<file path="src/rtl/gpio_ctrl.sv">
// Memory-mapped GPIO controller: output data/direction, atomic set/clear,
// synchronised inputs, edge-triggered sticky interrupt status and level irq.
module gpio_ctrl #(
    parameter int ADDR_W      = 32,
    parameter int DATA_W      = 32,
    parameter int STRB_W      = DATA_W / 8,
    parameter int GPIO_W      = 32,
    parameter int SYNC_STAGES = 2
) (
    input  logic              clk,
    input  logic              rst,
    input  logic [GPIO_W-1:0] gpio_in,
    output logic [GPIO_W-1:0] gpio_out,
    output logic [GPIO_W-1:0] gpio_oe,
    output logic              irq,
    input  logic [ADDR_W-1:0] waddr,
    input  logic [DATA_W-1:0] wdata,
    input  logic              wen,
    input  logic [STRB_W-1:0] wstrb,
    output logic              wready,
    input  logic [ADDR_W-1:0] raddr,
    input  logic              ren,
    output logic [DATA_W-1:0] rdata,
    output logic              rvalid
);

    localparam logic [ADDR_W-1:0] A_DATA_OUT = ADDR_W'('h00);
    localparam logic [ADDR_W-1:0] A_DATA_IN  = ADDR_W'('h04);
    localparam logic [ADDR_W-1:0] A_DIR      = ADDR_W'('h08);
    localparam logic [ADDR_W-1:0] A_OUT_SET  = ADDR_W'('h0C);
    localparam logic [ADDR_W-1:0] A_OUT_CLR  = ADDR_W'('h10);
    localparam logic [ADDR_W-1:0] A_RISE_EN  = ADDR_W'('h14);
    localparam logic [ADDR_W-1:0] A_FALL_EN  = ADDR_W'('h18);
    localparam logic [ADDR_W-1:0] A_IRQ_STAT = ADDR_W'('h1C);

    logic [GPIO_W-1:0] data_out, dir, rise_en, fall_en, irq_status;
    logic [GPIO_W-1:0] sync_q [SYNC_STAGES];
    logic [GPIO_W-1:0] s, prev;
    logic [GPIO_W-1:0] rise, fall, status_clr, status_next;
    logic [DATA_W-1:0] wmask, wdata_m, rd_val;
    logic [GPIO_W-1:0] wbits, bmask, rd_sel;

    assign wready   = 1'b1;
    assign gpio_out = data_out;
    assign gpio_oe  = dir;

    always_comb begin
        wmask = '0;
        for (int i = 0; i < STRB_W; i++) begin
            wmask[8*i +: 8] = {8{wstrb[i]}};
        end
    end

    assign wdata_m = wdata & wmask;
    assign wbits   = wdata_m[GPIO_W-1:0];
    assign bmask   = wmask[GPIO_W-1:0];

    always_ff @(posedge clk) begin
        if (rst) begin
            for (int i = 0; i < SYNC_STAGES; i++) begin
                sync_q[i] <= '0;
            end
            prev <= '0;
        end else begin
            sync_q[0] <= gpio_in;
            for (int i = 1; i < SYNC_STAGES; i++) begin
                sync_q[i] <= sync_q[i-1];
            end
            prev <= s;
        end
    end

    assign s    = sync_q[SYNC_STAGES-1];
    assign rise = s & ~prev & rise_en;
    assign fall = ~s & prev & fall_en;

    // New edges are OR-ed in after the clear so a coincident W1C never loses one
    assign status_clr  = (wen && waddr == A_IRQ_STAT) ? wbits : '0;
    assign status_next = (irq_status & ~status_clr) | rise | fall;

    always_ff @(posedge clk) begin
        if (rst) begin
            data_out   <= '0;
            dir        <= '0;
            rise_en    <= '0;
            fall_en    <= '0;
            irq_status <= '0;
            irq        <= 1'b0;
        end else begin
            irq_status <= status_next;
            irq        <= |status_next;
            if (wen) begin
                case (waddr)
                    A_DATA_OUT: data_out <= (data_out & ~bmask) | wbits;
                    A_OUT_SET:  data_out <= data_out | wbits;
                    A_OUT_CLR:  data_out <= data_out & ~wbits;
                    A_DIR:      dir      <= (dir & ~bmask) | wbits;
                    A_RISE_EN:  rise_en  <= (rise_en & ~bmask) | wbits;
                    A_FALL_EN:  fall_en  <= (fall_en & ~bmask) | wbits;
                    default: ;
                endcase
            end
        end
    end

    always_comb begin
        rd_sel = '0;
        case (raddr)
            A_DATA_OUT: rd_sel = data_out;
            A_DATA_IN:  rd_sel = s;
            A_DIR:      rd_sel = dir;
            A_RISE_EN:  rd_sel = rise_en;
            A_FALL_EN:  rd_sel = fall_en;
            A_IRQ_STAT: rd_sel = irq_status;
            default:    rd_sel = '0;
        endcase
        rd_val = '0;
        rd_val[GPIO_W-1:0] = rd_sel;
    end

    always_ff @(posedge clk) begin
        if (rst) begin
            rdata  <= '0;
            rvalid <= 1'b0;
        end else begin
            rdata  <= ren ? rd_val : '0;
            rvalid <= ren;
        end
    end

endmodule

</file>
<file path="config.mk">
export PLATFORM = sky130hd
export DESIGN_NAME = gpio_ctrl
export DESIGN_NICKNAME = d
export VERILOG_FILES = /design/src/rtl/gpio_ctrl.sv
export SDC_FILE = /design/constraint.sdc
export NUM_CORES = 1
export LEC_CHECK = 0
export CAP_MARGIN = 5
export CORE_MARGIN = 2
export CORE_UTILIZATION = 28
export CTS_CLUSTER_DIAMETER = 100
export DETAILED_ROUTE_END_ITERATION = 7
export GPL_ROUTABILITY_DRIVEN = 1
export HOLD_SLACK_MARGIN = 0.15
export PLACE_DENSITY = 0.59
export RECOVER_POWER = 100
export SYNTH_ARGS = -nofsm -noshare
export SYNTH_HDL_FRONTEND = slang
export SYNTH_SLANG_ARGS = --single-unit
</file>
<file path="constraint.sdc">
create_clock -name clk -period 2.5 [get_ports clk]
set_clock_uncertainty 0.15 [all_clocks]
set_input_delay 0.375 -clock clk [delete_from_list [all_inputs] [get_ports clk]]
set_output_delay 0.375 -clock clk [all_outputs]
set_load 0.1 [all_outputs]
</file>
Word level (Yosys, flattened, before mapping)
Memory sizes are Yosys's and may differ from the RTL's.
Index checks and enable logic that the tools add are counted.
{"block": "op_classes", "eq_ne": 11, "mux": 8, "bitwise_logic": 26, "reduce_logical": 10}
{"cell": "$and 32x32->32", "n": 11}
{"cell": "$eq 32x5->1 const B", "n": 7}
{"cell": "$or 32x32->32", "n": 7}
{"cell": "$pmux 32 s6", "n": 1}
{"cell": "$not 32->32", "n": 5}
{"cell": "$eq 32x4->1 const B", "n": 3}
{"cell": "$mux 32", "n": 3}
{"cell": "$pmux 32 s3", "n": 1}
{"cell": "$logic_not 32->1", "n": 2}
{"cell": "$eq 32x3->1 const B", "n": 1}
{"cell": "$reduce_or 32->1", "n": 1}
{"cell": "$reduce_and 2->1", "n": 4}
{"cell": "$mux 1", "n": 3}
{"cell": "$reduce_bool 3->1", "n": 1}
{"cell": "$or 1x1->1", "n": 2}
{"cell": "$reduce_or 2->1", "n": 1}
{"cell": "$logic_and 1x1->1", "n": 1}
{"cell": "$not 1->1", "n": 1}
{"block": "totals", "reg_bits": 226, "mem_bits_rw": 64, "inputBits": 136, "output_inout_bits": 99, "mem_count": 1}
{"name": "sync_q", "depth": 2, "width": 32, "read_ports": 2, "rd_clocked_by_memory_dff": 0, "write_ports": 2, "line_no": "37", "source": "logic [GPIO_W-1:0] sync_q [SYNC_STAGES];"}

Longest topological paths before layout
Gate-level depths: netlist (run 1).
{"block": "logic_depth", "ltp_word": 8, "mapped_depth": 8, "depth_no_buf": 6}

Least setup slack after synthesis (run 1)
Ideal clock, no wire load.
{"block": "synth_timing", "kind": "input port to flip-flop", "startpoint": "input waddr[18]", "endpoint": "register irq", "t_arrival_ns": 2.133, "required_ns": 2.210, "setup_slack_ns": 0.077, "stages": 6, "path_buffers": 0, "path_cell_list": "nor4_2 > nand4_2 > o41ai_1 > or4bb_1 > nor4_1 > a41oi_1"}
{"block": "synth_via", "elab_chain_cells": 8}
{"item": "start, declared", "line_no": "16", "source": "input logic [ADDR_W-1:0] waddr,"}
{"item": "$eq 32x5->1", "line_no": "78", "source": "assign status_clr = (wen && waddr == A_IRQ_STAT) ? wbits : '0;"}
{"item": "$logic_and 1x1->1", "line_no": "78"}
{"item": "$mux 32", "line_no": "78"}
{"item": "$not 32->32", "line_no": "79", "source": "assign status_next = (irq_status & ~status_clr) | rise | fall;"}
{"item": "$and 32x32->32", "line_no": "79"}
{"item": "$or 32x32->32 (2 in series)", "line_no": "79"}
{"item": "$reduce_or 32->1", "line_no": "91", "source": "irq <= |status_next;"}
{"item": "end signal, assigned", "line_no": "91"}
{"item": "end, declared", "line_no": "15", "source": "output logic irq,"}
Every way passes these cells.
A chain may end at the register's enable or synchronous reset.

Worst setup path in the final report (run 1)
{"block": "layout_timing", "startpoint": "input waddr[11]", "endpoint": "register irq"}
The elaborated chain is that of the path after synthesis.

==> metrics.yaml, run 1 <==
outcome:
  status: "complete, but fails checks"
  violations: "negative setup slack"
floorplanning:
  io_pins: 235
  fp.dieH_um: 207
  core_area_sq_um: 40700
  core.rowCount: 74
  die_w_um: 207
  initial_core_util_pct: 28.3
  dieArea_sq_um: 42900
finish:
  multi_input_area_sq_um: 5730
  ff_latch_area_sq_um: 5810
  area_growth_pct: 42.6
  nFillCells: 3988
  final_util_pct: 40.4
  most-common-layout-cells: "dfxtp_1, nor2b_1, nor2_1"
  finalNetCount: 1654
  drive_gt1_share_pct: 20.2
  layout_commonest_cell: "dfxtp_1"
  stdcell_count: 2074
synth:
  synth-edff-count: 0
  syn-num-nets: 1356
  seq_area_frac_synth_pct: 50.3
  yosysWarnings: 0
  syn_avg_cell_area_sq_um: 9.46
  ys.flop_type: "dfxtp_1"
  synthArstFlopShare_pct: 0
  synth_cells: 1220
  synth_cell_type_count: 36
  ys_ff_latch: 290
  netlist_area_sq_um: 11500
grt:
  grt_pass1_wl_um: 59300
  grt_use_total_pct: 17.4
  met1_usage_pct: 22.8
  grt_overflow: 0
  met2_usage_pct: 28.3
  antenna_found_initial: 2
  grt_pass1_vias: 10100
  grt_max_degree: 78
  busiest_layer: "met2"
  met3_usage_pct: 3.76
routing:
  wl_um: 39400
  wire_per_inst_um: 19.0
  drtPass1Iterations: 5
  post-route-drc-count: 0
  via_per_inst: 4.99
  drtIter0Drc: 728
  routed-via-count: 10400
  ant_nets: 0
clock_tree:
  clkLatencyLatePin_ns: 0.52
  clock-sinks: 290
  numCtsBuffers: 34
  cts-root-buf: "clkbuf_16"
  clk_pin_slew_ns: 0.06
  cts_tree: "yes"
  clk_path_buf_depth: 3
  h-tree-depth: 2
placement:
  port_buffers: 233
  dp_hpwl_um: 27300
  pre_cts_slack_ns: -0.965
  placed_cells: 2008
  place_congestion: 0.812
worst_setup_path:
  cp.required_ns: 2.73
  worstSetupStartpointType: "primary input"
  crit_type: "in -> reg"
  worstPathArrival_ns: 2.75
  worstPathMaxFanout: 4
  reg2reg_slack_ns: 0.55
  cp-end-kind: "register"
sta:
  hold_viol: 0
  fin_crit_sh_pct: 101
  max_clock_freq_mhz: 397
  tightest_slew_ns: 1.16
  min_period_ns: 2.52
  finalMaxSlewViolations: 0
  maxSlewHeadroom_pct: 23.1
  finalSetupViolCount: 1
  rsz0062_at_grt: "true"
  setup_ws_ns: -0.0185
power:
  p_int_mw: 7.73
  clockPowerShare_pct: 47.2
  leakage_nw: 6.99
  seq_power_share_pct: 47.2
  switching_share_pct: 22.6
  power.density_nw_per_um2: 607
  ir_worst_vdd_uv: 321
  comb_power_share_pct: 5.6
  power_switching_mw: 2.26
flow_run:
  drv_cap: 0
min_path:
  hp-class: "in -> reg"
area by class of cell:
cell class,instances,area share [%]
tap,532,4.05
multi-input combinational,799,34.8
antenna,2,0.0304
inverter,54,1.23
sequential,290,35.3
clock buffer,46,5.76
clock inverter,12,0.570
timing repair buffer,339,18.2
worst max-delay path, cell delays in order:
cell             delay [ns]
clkdlybuf4s50_1        0.42
nor4_2                 0.28
nand3_2                0.26
o41ai_4                0.38
or4bb_4                0.59
nor4_4                 0.31
a41oi_2                0.12
power groups by stage:
stage	Combinational, mW	Clock (mW)	Sequential, mW
6_report	0.560	4.71	4.72
5_1_grt	0.603	5.02	4.72
4_1_cts	0.561	4.83	4.72
3_5_place_dp	0.553	0	4.82
3_3_place_gp	0.547	0	4.82
2_1_floorplan	0.183	0	4.81
routing by layer:
metal / wire length (um) / vias up
li1: - / 4938
met1: 17700 / 4990
met2: 18200 / 358
met3: 2330 / 71
met4: 1190 / 0
met5: 0 / -
worst paths after layout:
check                                    from            end  cells after the start
worst max-delay path                waddr[11]            irq                      7
worst min register to register  sync_q[0][19]  sync_q[0][51]                      1
worst min-delay path               gpio_in[4]   sync_q[0][4]                      2
worst max register to register  sync_q[0][49]            irq                      5
cell families after synthesis:
kind of cell    share of synthesized area, %
simple gates                            20.0
flops                                   50.3
compound gates                          16.8
buf+inv                                 4.53
mux                                     8.33
other cells                           0.0325
repair_timing:
item | CTS | global route
cloned | 0 | 2
setup buffers | 1 | 3
resized for setup | 29 | 54
pin swaps | 7 | 23
hold endpoints to repair | 20 | 0
hold buffers | 1 | 0
setup endpoints to repair | 1 | 47
cell usage after synthesis, types with 2 or more instances:
library cell | count | area (sq um)
a21oi_1 | 21 | 105
a22oi_1 | 96 | 721
a31oi_1 | 52 | 325
and3b_1 | 5 | 43.8
buf_2 | 4 | 20.0
buf_6 | 3 | 33.8
clkbuf_1 | 69 | 259
dfxtp_1 | 290 | 5810
inv_1 | 54 | 203
mux2i_1 | 96 | 961
nand2_1 | 65 | 244
nand3_1 | 5 | 25.0
nand3b_1 | 13 | 97.6
nand4_1 | 16 | 100
nand4_2 | 7 | 87.6
nand4bb_1 | 5 | 56.3
nor2_1 | 133 | 499
nor2b_1 | 144 | 901
nor3_1 | 5 | 25.0
nor3b_1 | 2 | 15.0
nor4_1 | 10 | 62.6
nor4_2 | 7 | 87.6
o21ai_0 | 28 | 140
o21ai_1 | 16 | 80.1
o2bb2ai_1 | 32 | 280
o41ai_1 | 32 | 280
through the flow:
step	power, mW	instance area (sq um)	hold slack, ns	setup TNS, ns
floorplan	5.00	11500	0.264	0
global placement	5.37	15100	0.272	-54.13
detailed placement	5.37	15100	0.274	-59.87
CTS	10.1	16300	0.234	0
global route	10.3	16500	0.241	-0.173
finish	9.99	16500	0.254	-0.0185
No activity file was read; power rests on OpenSTA's default activity.
==> run 2: changes to the inputs <==
Settings changed: CORE_ASPECT_RATIO from default to 0.75, CORE_MARGIN 2 to default.
==> metrics.yaml, run 2 (synthesis results as in run 1) <==
outcome:
  status: "completed"
routing:
  ant_nets: 0
  post-route-drc-count: 0
  drtPass1Iterations: 5
  via_per_inst: 4.95
  wl_um: 39100
  drtIter0Drc: 828
  routed-via-count: 10300
  wire_per_inst_um: 18.8
finish:
  layout_commonest_cell: "dfxtp_1"
  stdcell_count: 2079
  most-common-layout-cells: "dfxtp_1, nor2b_1, clkdlybuf4s50_1"
  final_util_pct: 39.8
  finalNetCount: 1664
  nFillCells: 4007
  area_growth_pct: 40.4
  drive_gt1_share_pct: 20.1
  num_antenna_cells: 0
power:
  ir_worst_vdd_uv: 482
  leakage_nw: 6.94
  power.density_nw_per_um2: 617
  p_total_mw: 10.0
clock_tree:
  cts_setup_buffers: 0
  clock-sinks: 290
  cts-root-buf: "clkbuf_16"
  numCtsBuffers: 30
  clkLatencyLatePin_ns: 0.56
  cts_tree: "yes"
  h-tree-depth: 1
  clk_pin_slew_ns: 0.06
  clk_path_buf_depth: 3
sta:
  max_clock_freq_mhz: 404
  tightest_slew_ns: 1.30
  maxSlewHeadroom_pct: 13.7
  finalSetupViolCount: 0
  fin_crit_sh_pct: 99.1
  rsz0062_at_grt: "true"
  holdWs_ns: 0.208
  setup_ws_ns: 0.0223
  min_period_ns: 2.48
  hold_viol: 0
  finalMaxSlewViolations: 0
floorplanning:
  core_area_sq_um: 40700
  initial_core_util_pct: 28.4
  fp.dieH_um: 178
  die_w_um: 236
  dieArea_sq_um: 42000
  io_pins: 235
  core.rowCount: 64
worst_setup_path:
  worstPathMaxFanout: 21
  worstPathArrival_ns: 2.76
  cp-end-kind: "register"
  worstSetupStartpointType: "primary input"
  cp.required_ns: 2.79
  crit_type: "in -> reg"
placement:
  pre_cts_slack_ns: -0.814
  place_congestion: 0.805
  port_buffers: 233
  placed_cells: 2023
  dp_hpwl_um: 27500
flow_run:
  drv_cap: 0
min_path:
  hp-class: "in -> reg"
grt:
  antenna_found_initial: 1
  grt_max_degree: 110
  grt_pass1_vias: 9959
  grt_overflow: 0
  grt_pass1_wl_um: 58500
  grt_use_total_pct: 17.9
run 2: critical path, stage by stage:
cell	delay, ns
clkdlybuf4s50_1	0.44
nor4_4	0.31
nand4_2	0.14
buf_6	0.17
buf_12	0.17
o41ai_2	0.39
nand4_1	0.17
nor4_2	0.30
buf_4	0.18
a41oi_1	0.09
run 2: cell type report:
type | count | area [sq um] | share of cell area (%)
well taps | 528 | 661 | 4.08
inverters | 54 | 203 | 1.25
repair buffers | 353 | 3010 | 18.6
clock buffers | 45 | 918 | 5.67
multi-input cells | 799 | 5470 | 33.8
clock inverters | 10 | 131 | 0.811
flip-flops and latches | 290 | 5810 | 35.8
run 2: what timing repair did:
action,4_1_cts,5_1_grt
pin swaps,6,2
cloned,0,1
endpoints found under the hold margin,8,0
resized for setup,25,12
endpoints found under the setup margin,1,93
hold buffers,1,0
run 2: worst paths after layout:
| path | to | cells past startpoint | slack [ns] | startpoint |
|---|---|---|---|---|
| worst max-delay path | irq | 10 | 0.02 | waddr[23] |
| worst min-delay path | sync_q[0][18] | 2 | 0.21 | gpio_in[18] |
| worst max register to register | irq | 5 | 0.68 | sync_q[0][50] |
| worst min register to register | sync_q[0][35] | 1 | 0.29 | sync_q[0][3] |
run 2: per-stage QoR:
| step | setup TNS, ns | area (sq um) |
|---|---|---|
| floorplan | 0 | 11500 |
| finish | 0 | 16200 |
| detailed placement | -76.89 | 15200 |
| global route | -0.220 | 16200 |
| CTS | 0 | 16400 |
| global placement | -65.28 | 15200 |
run 2: power breakdown:
group / internal (mW) / total (mW) / switching, mW
combinational: 0.294 / 0.566 / 0.272
clock: 2.83 / 4.72 / 1.89
sequential: 4.68 / 4.72 / 0.0344
total: 7.81 / 10.0 / 2.19
run 2: per-layer routing:
layer / track usage, % / part of all wire (%) / vias up
li1: - / - / 4965
met1: 24.4 / 46 / 4923
met2: 28.8 / 45 / 355
met3: 4.08 / 7.4 / 51
met4: 3.87 / 1.7 / 2
met5: 0 / 0.018 / -
